$ cat src/rtl/wb_uart_pkg.sv
// wb_uart_pkg: state encoding and wb_uart register map shared by wb_uart_sched.
package wb_uart_pkg;
    typedef enum logic [1:0] {ST_GAP, ST_POLL, ST_RXRD, ST_TXWR} state_e;
    localparam logic [3:0] UCR_OFS = 4'h0;
    localparam logic [3:0] DATA_OFS = 4'h4;
    localparam int RX_AVAIL = 0;
    localparam int RX_ERROR = 1;
    localparam int TX_BUSY = 4;
    function automatic logic [31:0] reg_adr(input logic [31:0] base, input logic [3:0] ofs);
        return base + {28'b0, ofs};
    endfunction
endpackage

$ cat src/rtl/wb_uart_sched_rr_arb2.sv
// rr_arb2: two-way TX arbiter; round-robin when WB_UART_SCHED_RR_EN is defined, else tx0 fixed priority.
module rr_arb2
    import wb_uart_pkg::*;
(
    input  logic       clk,
    input  logic       reset,
    input  logic [1:0] req,
    input  logic       advance,
    output logic       gnt
);
`ifdef WB_UART_SCHED_RR_EN
    logic ptr_q, ptr_d;
    always_comb begin
        ptr_d = advance ? ~ptr_q : ptr_q;
        gnt = req[ptr_q] ? ptr_q : ~ptr_q;
    end
    always_ff @(posedge clk) begin
        ptr_q <= reset ? 1'b0 : ptr_d;
    end
`else
    logic unused_arb;
    assign unused_arb = ^{clk, reset, req[1], advance};
    assign gnt = ~req[0];
`endif
endmodule

$ cat src/rtl/wb_uart_sched.sv
// wb_uart_sched: Wishbone master polling a wb_uart slave for two TX requesters and one RX consumer.
// Define WB_UART_SCHED_RR_EN for round-robin TX arbitration; default is fixed priority to tx0.
module wb_uart_sched
    import wb_uart_pkg::*;
#(
    parameter logic [31:0] BASE_ADR    = 32'hF000_0000,
    parameter int          POLL_GAP    = 4,
    parameter int          ACK_TIMEOUT = 15
) (
    input  logic        clk,
    input  logic        reset,
    input  logic        tx0_valid,
    input  logic [7:0]  tx0_data,
    output logic        tx0_ready,
    input  logic        tx1_valid,
    input  logic [7:0]  tx1_data,
    output logic        tx1_ready,
    output logic        rx_valid,
    output logic [7:0]  rx_data,
    output logic        rx_err,
    input  logic        rx_ready,
    output logic        m_cyc_o,
    output logic        m_stb_o,
    output logic        m_we_o,
    output logic [31:0] m_adr_o,
    output logic [3:0]  m_sel_o,
    output logic [31:0] m_dat_o,
    input  logic [31:0] m_dat_i,
    input  logic        m_ack_i,
    output logic        bus_err
);
    localparam logic [7:0] GAP_INIT = 8'(POLL_GAP);
    localparam logic [7:0] TO_LAST = 8'(ACK_TIMEOUT - 1);
    state_e state_q, state_d;
    logic [7:0] gap_q, gap_d, to_q, to_d, rx_data_q, rx_data_d;
    logic [31:0] adr_q, adr_d, dat_q, dat_d;
    logic [3:0] sel_q, sel_d;
    logic cyc_q, cyc_d, we_q, we_d, gnt_q, gnt_d, rx_error_q, rx_error_d;
    logic rx_valid_q, rx_valid_d, rx_err_q, rx_err_d, bus_err_q, bus_err_d;
    logic tx0_ready_q, tx0_ready_d, tx1_ready_q, tx1_ready_d;
    logic done, tmo, rx_go, tx_go, gap_end, start, poll_ack, tx_cap, rx_load, tx_acc, arb_gnt;
    logic unused_dat;
    assign unused_dat = ^m_dat_i[31:8];
    // A bus cycle ends on ack or after ACK_TIMEOUT cycles of waiting, whichever first.
    assign done = cyc_q & m_ack_i;
    assign tmo = cyc_q & ~m_ack_i & (to_q == TO_LAST);
    assign rx_go = m_dat_i[RX_AVAIL] & ~rx_valid_q;
    assign tx_go = ~m_dat_i[TX_BUSY] & (tx0_valid | tx1_valid);
    assign gap_end = (state_q == ST_GAP) && (gap_q == 8'd1);
    assign start = gap_end | (((state_q == ST_RXRD) || (state_q == ST_TXWR)) && !cyc_q);
    assign poll_ack = (state_q == ST_POLL) && done;
    assign tx_cap = poll_ack && !rx_go && tx_go;
    assign rx_load = (state_q == ST_RXRD) && done;
    assign tx_acc = (state_q == ST_TXWR) && done;
    rr_arb2 u_arb (
        .clk     (clk),
        .reset   (reset),
        .req     ({tx1_valid, tx0_valid}),
        .advance (tx_acc),
        .gnt     (arb_gnt)
    );
    always_ff @(posedge clk) begin
        state_q <= reset ? ST_GAP : state_d;
    end
    always_comb begin
        state_d = state_q;
        case (state_q)
            ST_GAP:  state_d = gap_end ? ST_POLL : ST_GAP;
            ST_POLL: state_d = done ? (rx_go ? ST_RXRD : tx_go ? ST_TXWR : ST_GAP) : tmo ? ST_GAP : ST_POLL;
            default: state_d = (done | tmo) ? ST_GAP : state_q;
        endcase
    end
    // Data/TX bus cycles start one cycle after the poll ack so stb never stays high past an ack.
    always_comb begin
        gap_d = (state_q == ST_GAP) ? gap_q - 8'd1 : GAP_INIT;
        to_d = start ? 8'd0 : cyc_q ? to_q + 8'd1 : to_q;
        cyc_d = start | (cyc_q & ~done & ~tmo);
        we_d = start ? (state_q == ST_TXWR) : we_q;
        adr_d = start ? reg_adr(BASE_ADR, (state_q == ST_GAP) ? UCR_OFS : DATA_OFS) : adr_q;
        sel_d = 4'hF;
        gnt_d = tx_cap ? arb_gnt : gnt_q;
        dat_d = tx_cap ? {24'b0, arb_gnt ? tx1_data : tx0_data} : dat_q;
        rx_error_d = poll_ack ? m_dat_i[RX_ERROR] : rx_error_q;
        rx_valid_d = rx_load | (rx_valid_q & ~rx_ready);
        rx_data_d = rx_load ? m_dat_i[7:0] : rx_data_q;
        rx_err_d = rx_load ? rx_error_q : rx_err_q;
        tx0_ready_d = tx_acc & ~gnt_q;
        tx1_ready_d = tx_acc & gnt_q;
        bus_err_d = bus_err_q | tmo;
    end
    always_ff @(posedge clk) begin
        if (reset) begin
            gap_q <= GAP_INIT;
            to_q <= '0;
            cyc_q <= 1'b0;
            we_q <= 1'b0;
            adr_q <= '0;
            sel_q <= '0;
            dat_q <= '0;
            gnt_q <= 1'b0;
            rx_error_q <= 1'b0;
            rx_valid_q <= 1'b0;
            rx_data_q <= '0;
            rx_err_q <= 1'b0;
            tx0_ready_q <= 1'b0;
            tx1_ready_q <= 1'b0;
            bus_err_q <= 1'b0;
        end else begin
            gap_q <= gap_d;
            to_q <= to_d;
            cyc_q <= cyc_d;
            we_q <= we_d;
            adr_q <= adr_d;
            sel_q <= sel_d;
            dat_q <= dat_d;
            gnt_q <= gnt_d;
            rx_error_q <= rx_error_d;
            rx_valid_q <= rx_valid_d;
            rx_data_q <= rx_data_d;
            rx_err_q <= rx_err_d;
            tx0_ready_q <= tx0_ready_d;
            tx1_ready_q <= tx1_ready_d;
            bus_err_q <= bus_err_d;
        end
    end
    assign m_cyc_o = cyc_q;
    assign m_stb_o = cyc_q;
    assign m_we_o = we_q;
    assign m_adr_o = adr_q;
    assign m_sel_o = sel_q;
    assign m_dat_o = dat_q;
    assign tx0_ready = tx0_ready_q;
    assign tx1_ready = tx1_ready_q;
    assign rx_valid = rx_valid_q;
    assign rx_data = rx_data_q;
    assign rx_err = rx_err_q;
    assign bus_err = bus_err_q;
endmodule

$ cat config.mk
export PLATFORM = sky130hd
export DESIGN_NAME = wb_uart_sched
export DESIGN_NICKNAME = d
export VERILOG_FILES = /design/src/rtl/wb_uart_pkg.sv /design/src/rtl/wb_uart_sched_rr_arb2.sv /design/src/rtl/wb_uart_sched.sv
export SDC_FILE = /design/constraint.sdc
export NUM_CORES = 1
export LEC_CHECK = 0
export BUFFER_PORTS_ARGS = -buffer_cell sky130_fd_sc_hd__buf_2
export CAP_MARGIN = 20
export CORE_UTILIZATION = 39
export DETAILED_ROUTE_END_ITERATION = 8
export PLACE_DENSITY = 0.81
export REMOVE_ABC_BUFFERS = 1
export SETUP_SLACK_MARGIN = 0.02
export SKIP_CTS_REPAIR_TIMING = 1
export SYNTH_ARGS = -nofsm -noshare
export SYNTH_HDL_FRONTEND = slang
export SYNTH_HIERARCHICAL = 1
export SYNTH_SLANG_ARGS = --single-unit
$ cat constraint.sdc
create_clock -name clk -period 1.6 [get_ports clk]
set_input_delay 0.08 -clock clk [delete_from_list [all_inputs] [get_ports clk]]
set_output_delay 0.08 -clock clk [all_outputs]
set_load 0.01 [all_outputs]
Word-level counts from Yosys, hierarchy flattened
Index checks and enable logic that the tools add are counted.
Widths: inputs -> output; s select.
- register bits: 79
- word-level logic and storage cells: 73
- output and inout port bits: 84
- bitwise operators: 25
- eq/ne operators: 5
- multiplexer cells: 10
- reduce and logical (&&, ||, !) cells: 14
- add/subtract/negate cells: 3
- operator list (cell ; count):
    $add 29x4->30 const A ; 1
    $and 1x1->1 ; 10
    $not 1->1 ; 9
    $add 8x1->8 const B ; 1
    $eq 8x1->1 const B ; 1
    $eq 8x4->1 const B ; 1
    $mux 2 ; 4
    $mux 8 ; 1
    $sub 8x1->8 const B ; 1
    $logic_and 1x1->1 ; 7
    $or 1x1->1 ; 6
    $eq 2x2->1 const B ; 2
    $mux 4 ; 1
    $pmux 2 s2 ; 1
    $reduce_or 2->1 ; 2
    $mux 3 ; 1
    $reduce_bool 3->1 ; 1
    $eq 2x1->1 const B ; 1
    $logic_not 1->1 ; 2
    $logic_not 2->1 ; 1
    $mux 1 ; 2
    $logic_or 1x1->1 ; 1

Logic depth before layout (Yosys ltp)
Gate-level depths: netlist of the first run.
- word-level depth: 6
- depth in mapped cells: 6

Hierarchy
The synthesis of the first run kept the hierarchy.
- by module, submodules not included (module ; times used ; cells an instance ; area an instance (µm²) ; sequential area each (µm²)):
    wb_uart_sched ; 1 ; 270 ; 2348.5 ; 920.9
    rr_arb2 ; 1 ; 1 ; 3.8 ; 0.0

Least setup slack after synthesis of the first run
No wires, ideal clock.
- path type: register to register
- start: reg to_q[0]
- end: reg state_q[0]
- arrival time: 1.442 ns
- setup slack: 0.067 ns
- stages on the path, launching flop included: 7
- path through: dfxtp_1 > inv_1 > ha_1 > and3_1 > a211o_1 > and2_1 > a311oi_1
- longest elaborated chain between the ends: 5
- elaborated cells on any way between the ends: 7
- RTL lines (item ; line ; source):
    start: declaration ; wb_uart_sched.sv:35 ; logic [7:0] gap_q, gap_d, to_q, to_d, rx_data_q, rx_data_d;
    start signal: assignment ; wb_uart_sched.sv:110 ; to_q <= to_d;
    $eq 8x4->1 * ; wb_uart_sched.sv:46 ; assign tmo = cyc_q & ~m_ack_i & (to_q == TO_LAST);
    $and 1x1->1 * ; wb_uart_sched.sv:46 ;
    $mux 1 ; wb_uart_sched.sv:69 ; ST_POLL: state_d = done ? (rx_go ? ST_RXRD : tx_go ? ST_TXWR : ST_GAP) : tmo ? ST_GAP : ST_POLL;
    $mux 2 ; wb_uart_sched.sv:69 ;
    $pmux 2 s2 ; wb_uart_sched.sv:67 ; case (state_q)
    end signal: assignment ; wb_uart_sched.sv:63 ; state_q <= reset ? ST_GAP : state_d;
    end: declaration ; wb_uart_sched.sv:34 ; state_e state_q, state_d;
Mark *: on every way between the ends. The rest lies on a longest branch, timed or not.
A chain may end at the register's enable or synchronous reset.

Worst setup path after layout of the first run
Same ends and word-level chain as after synthesis.

==> results.sh, run 1 <==
export IMPL_outcome="finished clean"
export IMPL_clock_latency_ns=0.30
export IMPL_syn_inst=271
export IMPL_worstSetupStartpointType="register"
export IMPL_synth_top_area_share_pct=39.1
export IMPL_crit_type="reg -> reg"
export IMPL_power_leakage_nw=1.27
export IMPL_placed_area_um2=2520
export IMPL_detail_route_iter0_violations=71
export IMPL_ys_seq_area_share_pct=39.1
export IMPL_crit_arrival_ns=1.69
export IMPL_postRouteAntennaNets=0
export IMPL_drive_gt1_share_pct=25.6
export IMPL_rsz0062_at_grt="yes"
export IMPL_clkSlewWorstSetupHoldPaths_ns=0.08
export IMPL_ys_warn_count=6
export IMPL_fin_cells=404
export IMPL_setup_violations=0
export IMPL_grt_usage_pct=14.0
export IMPL_hold_path_class="in -> reg"
export IMPL_vias=1795
export IMPL_grt_pass1_wl_um=6920
export IMPL_cts_max_level=2
export IMPL_routed_wl_um=4150
export IMPL_fin_tns_setup_ns=0
export IMPL_peakVddDrop_uv=746
export IMPL_cts_buffers=5
export IMPL_cts_tree="done"
export IMPL_dr_pass1_iters=4
export IMPL_die_h_um=79.7
export IMPL_relSlewSlack_pct=67.3
export IMPL_tightest_slew_ns=0.487
export IMPL_max_freq_mhz=675
export IMPL_netlist_area_um2=2350
export IMPL_wl_per_cell_um=10.3
export IMPL_globalRoute_totalOverflow=0
export IMPL_io_pins=138
export IMPL_core_area_um2=5680
export IMPL_drc=0
export IMPL_drv_cap=0
export IMPL_finalWorstPathRequiredPeriod_ns=1.48
export IMPL_numClockSinks=46
export IMPL_finalMaxSlewViolations=0
export IMPL_n_fill_cell=562
export IMPL_avgSynthCellArea_um2=8.68
export IMPL_hpwlAfterDp_um=3140
export IMPL_finalCritPeriodShare_pct=92.6
export IMPL_fin_nets=389
export IMPL_antenna_found_initial=0
export IMPL_grt_max_degree=18
export IMPL_die_x_um=79.7
export IMPL_finalInstanceArea_um2=2650
export IMPL_portBuffers=62
export IMPL_place_gp_congestion=0.787
export IMPL_skew_ns=0.00689
export IMPL_cp_data_required_time_ns=1.81
export IMPL_synth_seq_cells=46
export IMPL_power_density_nw_per_um2=975
export IMPL_dpl_cell_count=396
export IMPL_ctsLongestPathBuffers=2
export IMPL_rows=27
export IMPL_ys_types=36
export IMPL_cp_max_fo=3
export IMPL_diodes=0
export IMPL_ys_top_cells_by_area="dfxtp_1 (39%), buf_4 (19%), nor2_1 (5.3%), nand2_1 (4.6%), mux2i_1 (4.3%)"
export IMPL_syn_to_final_growth_pct=12.6
export IMPL_synth_area_leader_cell="dfxtp_1"
export IMPL_die_area_um2=6350
export IMPL_viasPerCell=4.44
export IMPL_grt_pass1_vias=1643
export IMPL_cts_root_buffer="clkbuf_8"
export IMPL_start_util_pct=41.4
export IMPL_hold_violations=0
export IMPL_end_kind="register"
## path summary, 6_finish.rpt
| path | start | endpoint | slack (ns) | depth (start not counted) |
|---|---|---|---|---|
| setup / recovery | to_q[0]$_SDFFE_PP0P_ | state_q[0]$_SDFFE_PP0P_ | 0.12 | 6 |
| hold reg to reg | rx_data[2]$_SDFFE_PP0P_ | rx_data[2]$_SDFFE_PP0P_ | 0.46 | 2 |
| hold / removal | m_dat_i[7] | rx_data[7]$_SDFFE_PP0P_ | 0.02 | 3 |
| setup reg to reg | to_q[0]$_SDFFE_PP0P_ | state_q[0]$_SDFFE_PP0P_ | 0.12 | 6 |
## layer usage
| metal | track usage, % | vias up | routed length [um] |
|---|---|---|---|
| met1 | 16.0 | 811 | 1780 |
| met4 | 4.55 | 0 | 47 |
| met5 | 0 | - | 0 |
| met2 | 24.7 | 77 | 2020 |
| li1 | - | 900 | - |
| met3 | 3.89 | 7 | 305 |
## cell usage after synthesis
| library cell | count |
|---|---|
| clkbuf_1 | 3 |
| nor2b_1 | 2 |
| mux2i_1 | 10 |
| a211oi_2 | 2 |
| or3_1 | 1 |
| xor2_1 | 5 |
| nand2_1 | 29 |
| nor3_2 | 1 |
| a211oi_1 | 7 |
| nor3_4 | 1 |
| buf_6 | 1 |
| and2_1 | 1 |
| o21bai_1 | 1 |
| nand4_1 | 5 |
| a21oi_1 | 17 |
| nand2b_1 | 5 |
| nand4b_4 | 1 |
| nor3_1 | 3 |
| nor4_1 | 3 |
| buf_1 | 1 |
| conb_1 | 1 |
| and2b_1 | 1 |
| o2111ai_1 | 1 |
| xnor2_1 | 7 |
| dfxtp_1 | 46 |
| buf_2 | 1 |
| and3_1 | 2 |
| a311oi_1 | 1 |
| nand3_1 | 2 |
| a211o_1 | 1 |
| ha_1 | 4 |
| a41oi_2 | 1 |
| buf_4 | 60 |
| nor2_1 | 33 |
| nand2_2 | 1 |
| inv_1 | 10 |
## flip-flops by register name (all words and copies together), names as in the netlist
name        cells
state_q         2
m_adr_o         2
tx1_ready       1
bus_err         1
tx0_ready       1
m_cyc_o         1
m_sel_o         1
rx_error_q      1
to_q            8
m_we_o          1
gap_q           8
m_dat_o         8
rx_valid        1
gnt_q           1
rx_err          1
rx_data         8
## cell usage in the layout (no fill, tap or decap), drive strengths merged
cell type	Yosys	routed
nand3	2	2
nand4b	1	1
o21bai	1	1
nor2b	2	2
and3	2	2
nand2b	5	5
bufinv	0	1
clkbuf	3	7
a311oi	1	1
a211o	1	1
ha	4	4
nor3	5	5
a21oi	17	17
mux2i	10	10
a211oi	9	9
inv	10	10
nor2	33	33
nor4	3	3
o2111ai	1	1
and2b	1	1
buf	63	69
conb	1	51
or3	1	1
nand4	5	5
xor2	5	5
and2	1	1
nand2	30	30
xnor2	7	7
dfxtp	46	46
a41oi	1	1
## area by class of cell
class                   count  area (um^2)  share of cell area, %
clock buffers               7         76.3                   2.88
clock inverters             1         30.0                   1.13
inverters                  10         37.5                   1.42
multi-input cells         199         1120                   42.2
flip-flops and latches     46          921                   34.8
well taps                  72         90.1                   3.40
repair buffers             69          375                   14.2
## cell families (layout without fill, tap and decap cells)
kind of cell | count (synthesis) | after routing | share of synthesized area, %
other | 1 | 51 | 0.159
and+or+nand+nor | 91 | 91 | 18.7
DFF | 46 | 46 | 39.1
buffers and inverters | 76 | 87 | 22.1
adders and majority gates | 4 | 4 | 2.13
AOI/OAI and AO/OA | 31 | 31 | 9.04
xor gates and xnor gates | 12 | 12 | 4.47
muxes | 10 | 10 | 4.26
## critical path, stage by stage (launching register included)
cell and delay (ns):
dfxtp_1 0.33, inv_1 0.04, ha_1 0.18, and3_4 0.18, a211o_1 0.29, and2_1 0.18
a311oi_2 0.20
## where the power goes
part | internal, mW | switching, mW | total (mW) | leakage, nW
clock network | 0.467 | 0.364 | 0.831 | 0.0524
logic | 0.200 | 0.263 | 0.463 | 0.842
registers | 1.21 | 0.0739 | 1.29 | 0.372
total | 1.88 | 0.701 | 2.58 | 1.27
## stage by stage
stage / setup slack (ns) / hold WS [ns] / power, mW / utilization [%]
detailed placement: 0.0770 / 0.333 / 1.76 / 44.5
global placement: 0.102 / 0.325 / 1.74 / 44.5
finish: 0.119 / 0.0209 / 2.58 / 46.6
floorplan: -0.0864 / 0.145 / 1.59 / -
CTS: 0.0399 / 0.0158 / 2.59 / 46.3
global route: 0.00369 / 0.00823 / 2.73 / 46.6
Power figures use the tool's default switching activity.
==> run 2, diff against run 1 <==
--- a/config.mk
+++ b/config.mk
@@ -5,11 +5,11 @@
 export SDC_FILE = /design/constraint.sdc
 export NUM_CORES = 1
 export LEC_CHECK = 0
-export BUFFER_PORTS_ARGS = -buffer_cell sky130_fd_sc_hd__buf_2
 export CAP_MARGIN = 20
-export CORE_UTILIZATION = 39
+export CORE_UTILIZATION = 55
 export DETAILED_ROUTE_END_ITERATION = 8
-export PLACE_DENSITY = 0.81
+export DONT_BUFFER_PORTS = 1
+export PLACE_DENSITY = 0.78
 export REMOVE_ABC_BUFFERS = 1
 export SETUP_SLACK_MARGIN = 0.02
 export SKIP_CTS_REPAIR_TIMING = 1
==> results.sh, run 2 (synthesized netlist as in run 1, its figures left out) <==
export IMPL_finalMaxSlewViolations=0
export IMPL_power_density_nw_per_um2=1060
export IMPL_cp_data_required_time_ns=1.81
export IMPL_dr_wl_met2_um=1860
export IMPL_dr_pass1_iters=4
export IMPL_drive_gt1_share_pct=8.16
export IMPL_hold_path_class="in -> reg"
export IMPL_finalCritPeriodShare_pct=91.9
export IMPL_routed_wl_um=3850
export IMPL_fin_nets=339
export IMPL_r2r_setup_slack_ns=0.13
export IMPL_start_util_pct=58.0
export IMPL_p_switching_uw=705
export IMPL_cts_root_buffer="clkbuf_8"
export IMPL_die_area_um2=4540
export IMPL_antenna_found_initial=0
export IMPL_grt_max_degree=30
export IMPL_hpwlAfterDp_um=2650
export IMPL_fin_tns_setup_ns=0
export IMPL_tightest_slew_ns=1.05
export IMPL_crit_type="reg -> reg"
export IMPL_worstSetupStartpointType="register"
export IMPL_p_comb_share_pct=16.1
export IMPL_clock_latency_ns=0.30
export IMPL_vias=1598
export IMPL_multi_input_area_um2=1100
export IMPL_diodes=0
export IMPL_grt_usage_pct=15.8
export IMPL_route_met3_wl_um=310
export IMPL_wl_met1_um=1620
export IMPL_core_area_um2=4060
export IMPL_crit_arrival_ns=1.68
export IMPL_rsz0062_at_grt="no"
export IMPL_numClockSinks=46
export IMPL_detail_route_iter0_violations=90
export IMPL_seqPwrFrac_pct=50.5
export IMPL_p_int_mw=1.85
export IMPL_wl_per_cell_um=11.6
export IMPL_hold_violations=0
export IMPL_peakVddDrop_uv=561
export IMPL_layout_commonest_cell="conb_1"
export IMPL_cts_max_level=2
export IMPL_drv_cap=0
export IMPL_finalWorstPathRequiredPeriod_ns=1.47
export IMPL_outcome="finished clean"
export IMPL_place_gp_congestion=0.747
export IMPL_postRouteAntennaNets=0
export IMPL_ctsLongestPathBuffers=2
export IMPL_relSlewSlack_pct=30.1
export IMPL_switching_share_pct=27.5
export IMPL_p_clk_share_pct=33.4
export IMPL_cts_buffers=5
export IMPL_drc=0
export IMPL_portBuffers=0
export IMPL_setup_violations=0
export IMPL_end_kind="register"
export IMPL_rows=23
export IMPL_layout_common_cells="conb_1 (51), dfxtp_1 (45), nor2_1 (33)"
export IMPL_top_layer="met4"
export IMPL_grt_pass1_wl_um=5370
export IMPL_syn_to_final_growth_pct=2.34
export IMPL_register_area_um2=922
export IMPL_skew_ns=0.00965
export IMPL_clkSlewWorstSetupHoldPaths_ns=0.09
export IMPL_die_x_um=67.4
export IMPL_cts_tree="done"
export IMPL_viasPerCell=4.81
export IMPL_fin_util_pct=59.3
export IMPL_cp_max_fo=3
export IMPL_power_leakage_nw=1.02
export IMPL_max_freq_mhz=680
export IMPL_io_pins=138
export IMPL_globalRoute_totalOverflow=0
export IMPL_grt_pass1_vias=1252
export IMPL_n_fill_cell=363
export IMPL_die_h_um=67.4
-- run 2: power by group through the flow --
stage,Combinational (mW),Sequential (mW),Clock [mW]
floorplan,0.274,1.32,0
global placement,0.365,1.31,0
finish,0.411,1.29,0.854
global route,0.466,1.30,0.930
detailed placement,0.374,1.32,0
CTS,0.376,1.29,0.876
-- run 2: per-stage QoR --
step           power, mW  instances  hold WS [ns]  setup WS [ns]  area (um^2)
6_report            2.56        332       0.00812          0.130         2410
5_1_grt             2.70        332       0.00994         0.0266         2410
4_1_cts             2.55        320        -0.175         0.0134         2280
3_5_place_dp        1.69        312         0.150         0.0166         2170
3_3_place_gp        1.68        312         0.149         0.0743         2170
2_1_floorplan       1.59        255         0.145        -0.0864         2060
-- run 2: metal layers --
layer / GRT usage [%] / vias up
met3: 5.91 / 6
met2: 24.1 / 73
met5: 0 / -
met1: 19.2 / 716
li1: - / 803
met4: 8.51 / 0
-- run 2: cell type report --
cell class / instances / area share, %
Timing Repair Buffer: 19 / 7.17
Sequential cell: 46 / 38.3
Inverter: 10 / 1.56
Tap cell: 50 / 2.60
Multi-Input combinational cell: 199 / 45.8
Clock buffer: 6 / 3.01
Clock inverter: 2 / 1.56
-- run 2: final timing paths --
kind	startpoint	end	cells after the start
setup / recovery	to_q[0]$_SDFFE_PP0P_	state_q[0]$_SDFFE_PP0P_	6
hold reg to reg	gnt_q$_SDFFE_PP0P_	tx0_ready$_SDFF_PP0_	1
hold / removal	tx0_data[1]	m_dat_o[1]$_SDFFE_PP0P_	2
setup reg to reg	to_q[0]$_SDFFE_PP0P_	state_q[0]$_SDFFE_PP0P_	6
-- run 2: critical path, cell delays in order, from the launching register on --
cell and delay, ns:
dfxtp_2 0.33, inv_1 0.04, ha_1 0.17, and3_1 0.20, a211o_1 0.28, and2_4 0.17
a311oi_1 0.19
